## src/rtl/deserializer_align.sv

```systemverilog
// Serial-to-parallel receiver with comma-based word alignment; optional loss-of-lock detection via DESER_LOSS_DET_EN.
// All outputs registered: a word's last bit sampled at edge k appears on data_out/valid (or comma_det) after edge k.
module deserializer_align #(
  parameter int WIDTH = 8,
  parameter logic [WIDTH-1:0] COMMA = WIDTH'(8'hBC),
  parameter int LOCK_CNT = 4,
  parameter int MAX_GAP = 16
) (
  input  logic             clk,
  input  logic             rst,
  input  logic             enb,
  input  logic             din,
  output logic [WIDTH-1:0] data_out,
  output logic             valid,
  output logic             locked,
  output logic             comma_det,
  output logic             sync_err
);

  localparam int BW = (WIDTH > 1) ? $clog2(WIDTH) : 1;
  localparam int CW = $clog2(LOCK_CNT + 1);
  localparam int GW = $clog2(MAX_GAP + 1);
  localparam logic [BW-1:0] LAST_BIT = BW'(WIDTH - 1);
  localparam logic [CW-1:0] LOCK_N   = CW'(LOCK_CNT);
  localparam logic [GW-1:0] GAP_N    = GW'(MAX_GAP);

  typedef enum logic [1:0] {S_HUNT, S_ALIGN, S_LOCKED} state_t;

  state_t           r_state, w_state_nxt;
  // Only the newest WIDTH-1 bits are kept; the oldest bit falls out as din shifts in.
  logic [WIDTH-2:0] r_shreg;
  logic [BW-1:0]    r_bit_cnt, w_bit_cnt_nxt;
  logic [CW-1:0]    r_comma_cnt, w_comma_cnt_nxt;
  logic [GW-1:0]    r_gap_cnt, w_gap_cnt_nxt, w_gap_inc;
  logic [WIDTH-1:0] r_data, w_data_nxt;
  logic             r_valid, w_valid_nxt;
  logic             r_locked, w_locked_nxt;
  logic             r_comma_det, w_comma_det_nxt;
  logic             r_sync_err, w_sync_err_nxt;

  logic [WIDTH-1:0] w_new;
  logic             w_is_comma;
  logic             w_word_done;

  assign w_new       = {din, r_shreg};
  assign w_is_comma  = (w_new == COMMA);
  assign w_word_done = enb && (r_bit_cnt == LAST_BIT);
  assign w_gap_inc   = (r_gap_cnt == GAP_N) ? r_gap_cnt : r_gap_cnt + GW'(1);

  always_comb begin
    w_state_nxt     = r_state;
    w_bit_cnt_nxt   = r_bit_cnt;
    w_comma_cnt_nxt = r_comma_cnt;
    w_gap_cnt_nxt   = r_gap_cnt;
    w_data_nxt      = r_data;
    w_locked_nxt    = r_locked;
    w_valid_nxt     = 1'b0;
    w_comma_det_nxt = 1'b0;
    w_sync_err_nxt  = 1'b0;
    if (enb) begin
      w_bit_cnt_nxt = w_word_done ? '0 : r_bit_cnt + BW'(1);
      unique case (r_state)
        S_HUNT: begin
          // Every enabled bit is a candidate boundary while hunting.
          if (w_is_comma) begin
            w_bit_cnt_nxt   = '0;
            w_comma_cnt_nxt = CW'(1);
            w_gap_cnt_nxt   = '0;
            w_comma_det_nxt = 1'b1;
            if (LOCK_CNT > 1) begin
              w_state_nxt = S_ALIGN;
            end else begin
              w_state_nxt  = S_LOCKED;
              w_locked_nxt = 1'b1;
            end
          end
        end
        S_ALIGN: begin
          if (w_word_done) begin
            if (w_is_comma) begin
              w_comma_cnt_nxt = r_comma_cnt + CW'(1);
              w_comma_det_nxt = 1'b1;
              if (r_comma_cnt + CW'(1) == LOCK_N) begin
                w_state_nxt   = S_LOCKED;
                w_locked_nxt  = 1'b1;
                w_gap_cnt_nxt = '0;
              end
            end else begin
              w_state_nxt     = S_HUNT;
              w_comma_cnt_nxt = '0;
            end
          end
        end
        S_LOCKED: begin
          if (w_word_done) begin
            if (w_is_comma) begin
              w_comma_det_nxt = 1'b1;
              w_gap_cnt_nxt   = '0;
            end else
`ifdef DESER_LOSS_DET_EN
            if (w_gap_inc == GAP_N) begin
              w_state_nxt     = S_HUNT;
              w_locked_nxt    = 1'b0;
              w_sync_err_nxt  = 1'b1;
              w_comma_cnt_nxt = '0;
              w_gap_cnt_nxt   = '0;
            end else
`endif
            begin
              w_data_nxt    = w_new;
              w_valid_nxt   = 1'b1;
              w_gap_cnt_nxt = w_gap_inc;
            end
          end
        end
        default: w_state_nxt = S_HUNT;
      endcase
    end
  end

  always_ff @(posedge clk or posedge rst) begin
    if (rst) begin
      r_state     <= S_HUNT;
      r_shreg     <= '0;
      r_bit_cnt   <= '0;
      r_comma_cnt <= '0;
      r_gap_cnt   <= '0;
      r_data      <= '0;
      r_valid     <= 1'b0;
      r_locked    <= 1'b0;
      r_comma_det <= 1'b0;
      r_sync_err  <= 1'b0;
    end else begin
      r_state     <= w_state_nxt;
      if (enb) r_shreg <= w_new[WIDTH-1:1];
      r_bit_cnt   <= w_bit_cnt_nxt;
      r_comma_cnt <= w_comma_cnt_nxt;
      r_gap_cnt   <= w_gap_cnt_nxt;
      r_data      <= w_data_nxt;
      r_valid     <= w_valid_nxt;
      r_locked    <= w_locked_nxt;
      r_comma_det <= w_comma_det_nxt;
      r_sync_err  <= w_sync_err_nxt;
    end
  end

  assign data_out  = r_data;
  assign valid     = r_valid;
  assign locked    = r_locked;
  assign comma_det = r_comma_det;
  assign sync_err  = r_sync_err;

endmodule

```

## config.mk

```make
export PLATFORM = sky130hd
export DESIGN_NAME = deserializer_align
export DESIGN_NICKNAME = d
export VERILOG_FILES = /design/src/rtl/deserializer_align.sv
export SDC_FILE = /design/constraint.sdc
export NUM_CORES = 1
export LEC_CHECK = 0
export CAP_MARGIN = 20
export CORE_AREA = 3 3 56 58
export CTS_BUF_LIST = sky130_fd_sc_hd__clkbuf_16
export CTS_CLUSTER_SIZE = 10
export DETAILED_ROUTE_END_ITERATION = 10
export DIE_AREA = 0 0 59 61
export PLACE_DENSITY_LB_ADDON = 0.25
export SETUP_SLACK_MARGIN = 0.4
export SYNTH_ARGS = -nofsm -noshare
export SYNTH_HDL_FRONTEND = slang
export SYNTH_SLANG_ARGS = --single-unit
```

## constraint.sdc

```tcl
create_clock -name clk -period 1.9 [get_ports clk]
set_input_delay 0.19 -clock clk [delete_from_list [all_inputs] [get_ports clk]]
set_output_delay 0.19 -clock clk [all_outputs]
set_load 0.02 [all_outputs]
```

==> impl_metrics.json <==
{
  "ys_seq_elements": 26,
  "clockRootBuffer": "clkbuf_16",
  "crit_chain": "nand4bb_4 -> or3_4 -> o211ai_2 -> mux2_4",
  "syn_area_um2": 1309,
  "rsz0062_at_grt": "true",
  "num_rows": 19,
  "clk_pin_slew_ps": 70,
  "totalWireLength_um": 2685,
  "grt_max_degree": 27,
  "cp_max_fo": 2,
  "critPathArrivalTime_ps": 1760,
  "crit_slowest_cell": "or3_4",
  "ys_seq_area_frac": 0.4971,
  "slew_violations": 0,
  "final_hold_viol_count": 0,
  "grt_first_pass_wirelength_um": 4471,
  "fp.dieW_um": 59,
  "dieHeight_um": 61,
  "ios": 16,
  "peakVddDrop_mv": 0.7731,
  "p_clk_frac": 0.315,
  "cp.required_ps": 2050,
  "dpl-instance-area_um2": 1549,
  "viasPerCell": 5.476,
  "crit_path_end_kind": "flop",
  "final_cell_area_um2": 1826,
  "cts_tree": "built",
  "tns_ps": 0,
  "syn_inst": 102,
  "synth_common_cells": "26 x dfrtp_1, 15 x mux2_2, 9 x ha_1",
  "synthArstFlopShare": 1.000,
  "dp_hpwl_um": 1653,
  "internal_power_mw": 1.393,
  "synth_edf_count": 0,
  "cts.sinks": 26,
  "max_stage_delay_ps": 410,
  "ctsHtreeMaxLevel": 1,
  "fp.coreArea_um2": 2710,
  "nets": 149,
  "start_util": 0.4829,
  "synth_cell_type_count": 39,
  "gr-total-overflow": 0,
  "syn_nets": 115,
  "routedWlPerCell_um": 16.17,
  "status": "completed",
  "swShare": 0.2858,
  "drt_first_pass_iters": 4,
  "power_density_nw_per_um2": 1068,
  "p_sw_mw": 0.5574,
  "setup_viol": 0,
  "vias": 909,
  "synthToLayoutAreaGrowth_pct": 39.48,
  "synth.avg_cell_area_um2": 12.83,
  "fmax_mhz": 621.7,
  "ys_top_cells_by_area": "dfrtp_1 50%, mux2_2 13%, ha_1 8.6%, nand4bb_4 2.1%, o2bb2ai_1 2.0%",
  "synthFlopType": "dfrtp_1",
  "diodes": 0,
  "cts_hold_buf": 0,
  "cts_buffer_depth": 2,
  "clk_latency_ps": 260,
  "p_leak_nw": 0.8266,
  "fin_crit_sh": 0.8465,
  "place_congestion": 0.7882,
  "hold_class": "in2async",
  "fin_skew_ps": 3.198,
  "drive_above_1_share": 0.4519,
  "port_buffers": 14,
  "drv_cap": 0,
  "grtUsageTotal": 0.1703,
  "synth.largest_area_cell": "dfrtp_1",
  "cts_buffers": 3,
  "synth_top_area_frac": 0.4971,
  "fin_crit_ps": 1608,
  "share_seq_of_total_power": 0.363,
  "route.detailed.drc": 0,
  "worst-r2r-cell-count": 4,
  "first_global_vias": 987,
  "die_area_um2": 3599,
  "ys_warn_count": 0,
  "fill_cells": 210,
  "grt_antenna_before_repair": 0,
  "drtIter0Drc": 11,
  "crit_path_start_kind": "flop",
  "synth_most_common_cell": "dfrtp_1",
  "comb_power_share": 0.322,
  "critPathKind": "reg2reg",
  "antenna_left": 0
}
-- final timing paths --
| path | start | end | slack, ps |
|---|---|---|---|
| worst max-delay path | r_shreg[1] | r_state[0] | 290 |
| worst min-delay path | rst | comma_det | 280 |
| worst max register to register | r_shreg[1] | r_state[0] | 290 |
| worst min register to register | r_bit_cnt[1] | r_bit_cnt[1] | 500 |
| max in group asynchronous | rst | data_out[3] | 1370 |
| min in group clk | r_bit_cnt[1] | r_bit_cnt[1] | 500 |
-- power groups by stage --
stage	Combinational (mW)	Clock (mW)	Sequential (mW)
final	0.627	0.615	0.708
after global routing	0.690	0.654	0.717
after CTS	0.530	0.623	0.713
after detailed placement	0.422	0	0.729
after global placement	0.407	0	0.725
after floorplan	0.342	0	0.708
-- timing repair --
action	4_1_cts	5_1_grt
resized for setup	11	7
setup buffers	8	3
setup endpoints to repair	13	17
pin swaps	3	3
gates cloned	1	0
-- flip-flops by register name, indices dropped and copies added (netlist names) --
name and flops:
valid 1, r_state 2, comma_det 1, r_comma_cnt 3, data_out 8, r_shreg 7, locked 1, r_bit_cnt 3
-- cell type report --
class                           instances  area, µm²  share of cell area
Clock buffer                            3      75.07             0.04112
Clock inverter                          1      30.03             0.01645
Inverter                                6      25.02             0.01371
Multi-Input combinational cell         67      723.2              0.3962
Sequential cell                        26      650.6              0.3564
Tap cell                               31      38.79             0.02125
Timing Repair Buffer                   32      282.8              0.1549
-- placed cells by master, fill, tap and decap left out, types with 2 or more instances in the layout --
| cell | Yosys | layout |
|---|---|---|
| dfrtp_1 | 26 | 26 |
| buf_4 | 1 | 16 |
| mux2_2 | 15 | 15 |
| clkdlybuf4s50_1 | 0 | 14 |
| nand2_1 | 6 | 6 |
| ha_1 | 9 | 4 |
| o2bb2ai_1 | 3 | 3 |
| inv_2 | 1 | 3 |
| nand2b_1 | 3 | 3 |
| ha_4 | 0 | 3 |
| clkbuf_16 | 0 | 3 |
| inv_1 | 5 | 2 |
| nor2_4 | 0 | 2 |
| a31oi_1 | 2 | 2 |
| ha_2 | 0 | 2 |
| buf_6 | 0 | 2 |
-- through the flow --
| step | util | worst slack (ps) | hold WS [ps] | std cells | power [mW] |
|---|---|---|---|---|---|
| 2_1_floorplan | - | 204.7 | 230.0 | 102 | 1.050 |
| 3_3_place_gp | 0.5716 | 56.18 | 477.8 | 150 | 1.132 |
| 3_5_place_dp | 0.5716 | 38.45 | 482.5 | 150 | 1.151 |
| 4_1_cts | 0.6514 | 301.7 | 293.5 | 163 | 1.867 |
| 5_1_grt | 0.6736 | 248.9 | 301.1 | 166 | 2.061 |
| 6_report | 0.6736 | 291.6 | 278.4 | 166 | 1.950 |
-- routing by layer --
layer | track usage | routed length (µm) | vias to the layer above
met5 | 0 | 0 | -
met4 | 0.09061 | 66 | 0
met3 | 0.02979 | 75 | 7
met2 | 0.2823 | 1365 | 15
met1 | 0.2129 | 1177 | 455
li1 | - | - | 432
-- logic make-up after synthesis --
family,share of synthesized area
AO/OA/AOI/OAI,0.1071
adder cells (fa/ha/maj),0.08604
buffers and inverters,0.03345
flip-flops,0.4971
multiplexers,0.1453
other,0.002865
AND/OR/NAND/NOR,0.1281
-- critical path: cells and delay by family (launching register included) --
| kind | cells | cell delay (ps) |
|---|---|---|
| AOI/OAI and AO/OA | 1 | 170 |
| DFF | 1 | 390 |
| muxes | 1 | 310 |
| and+or+nand+nor | 2 | 630 |
No activity file was read; power rests on OpenSTA's default activity.
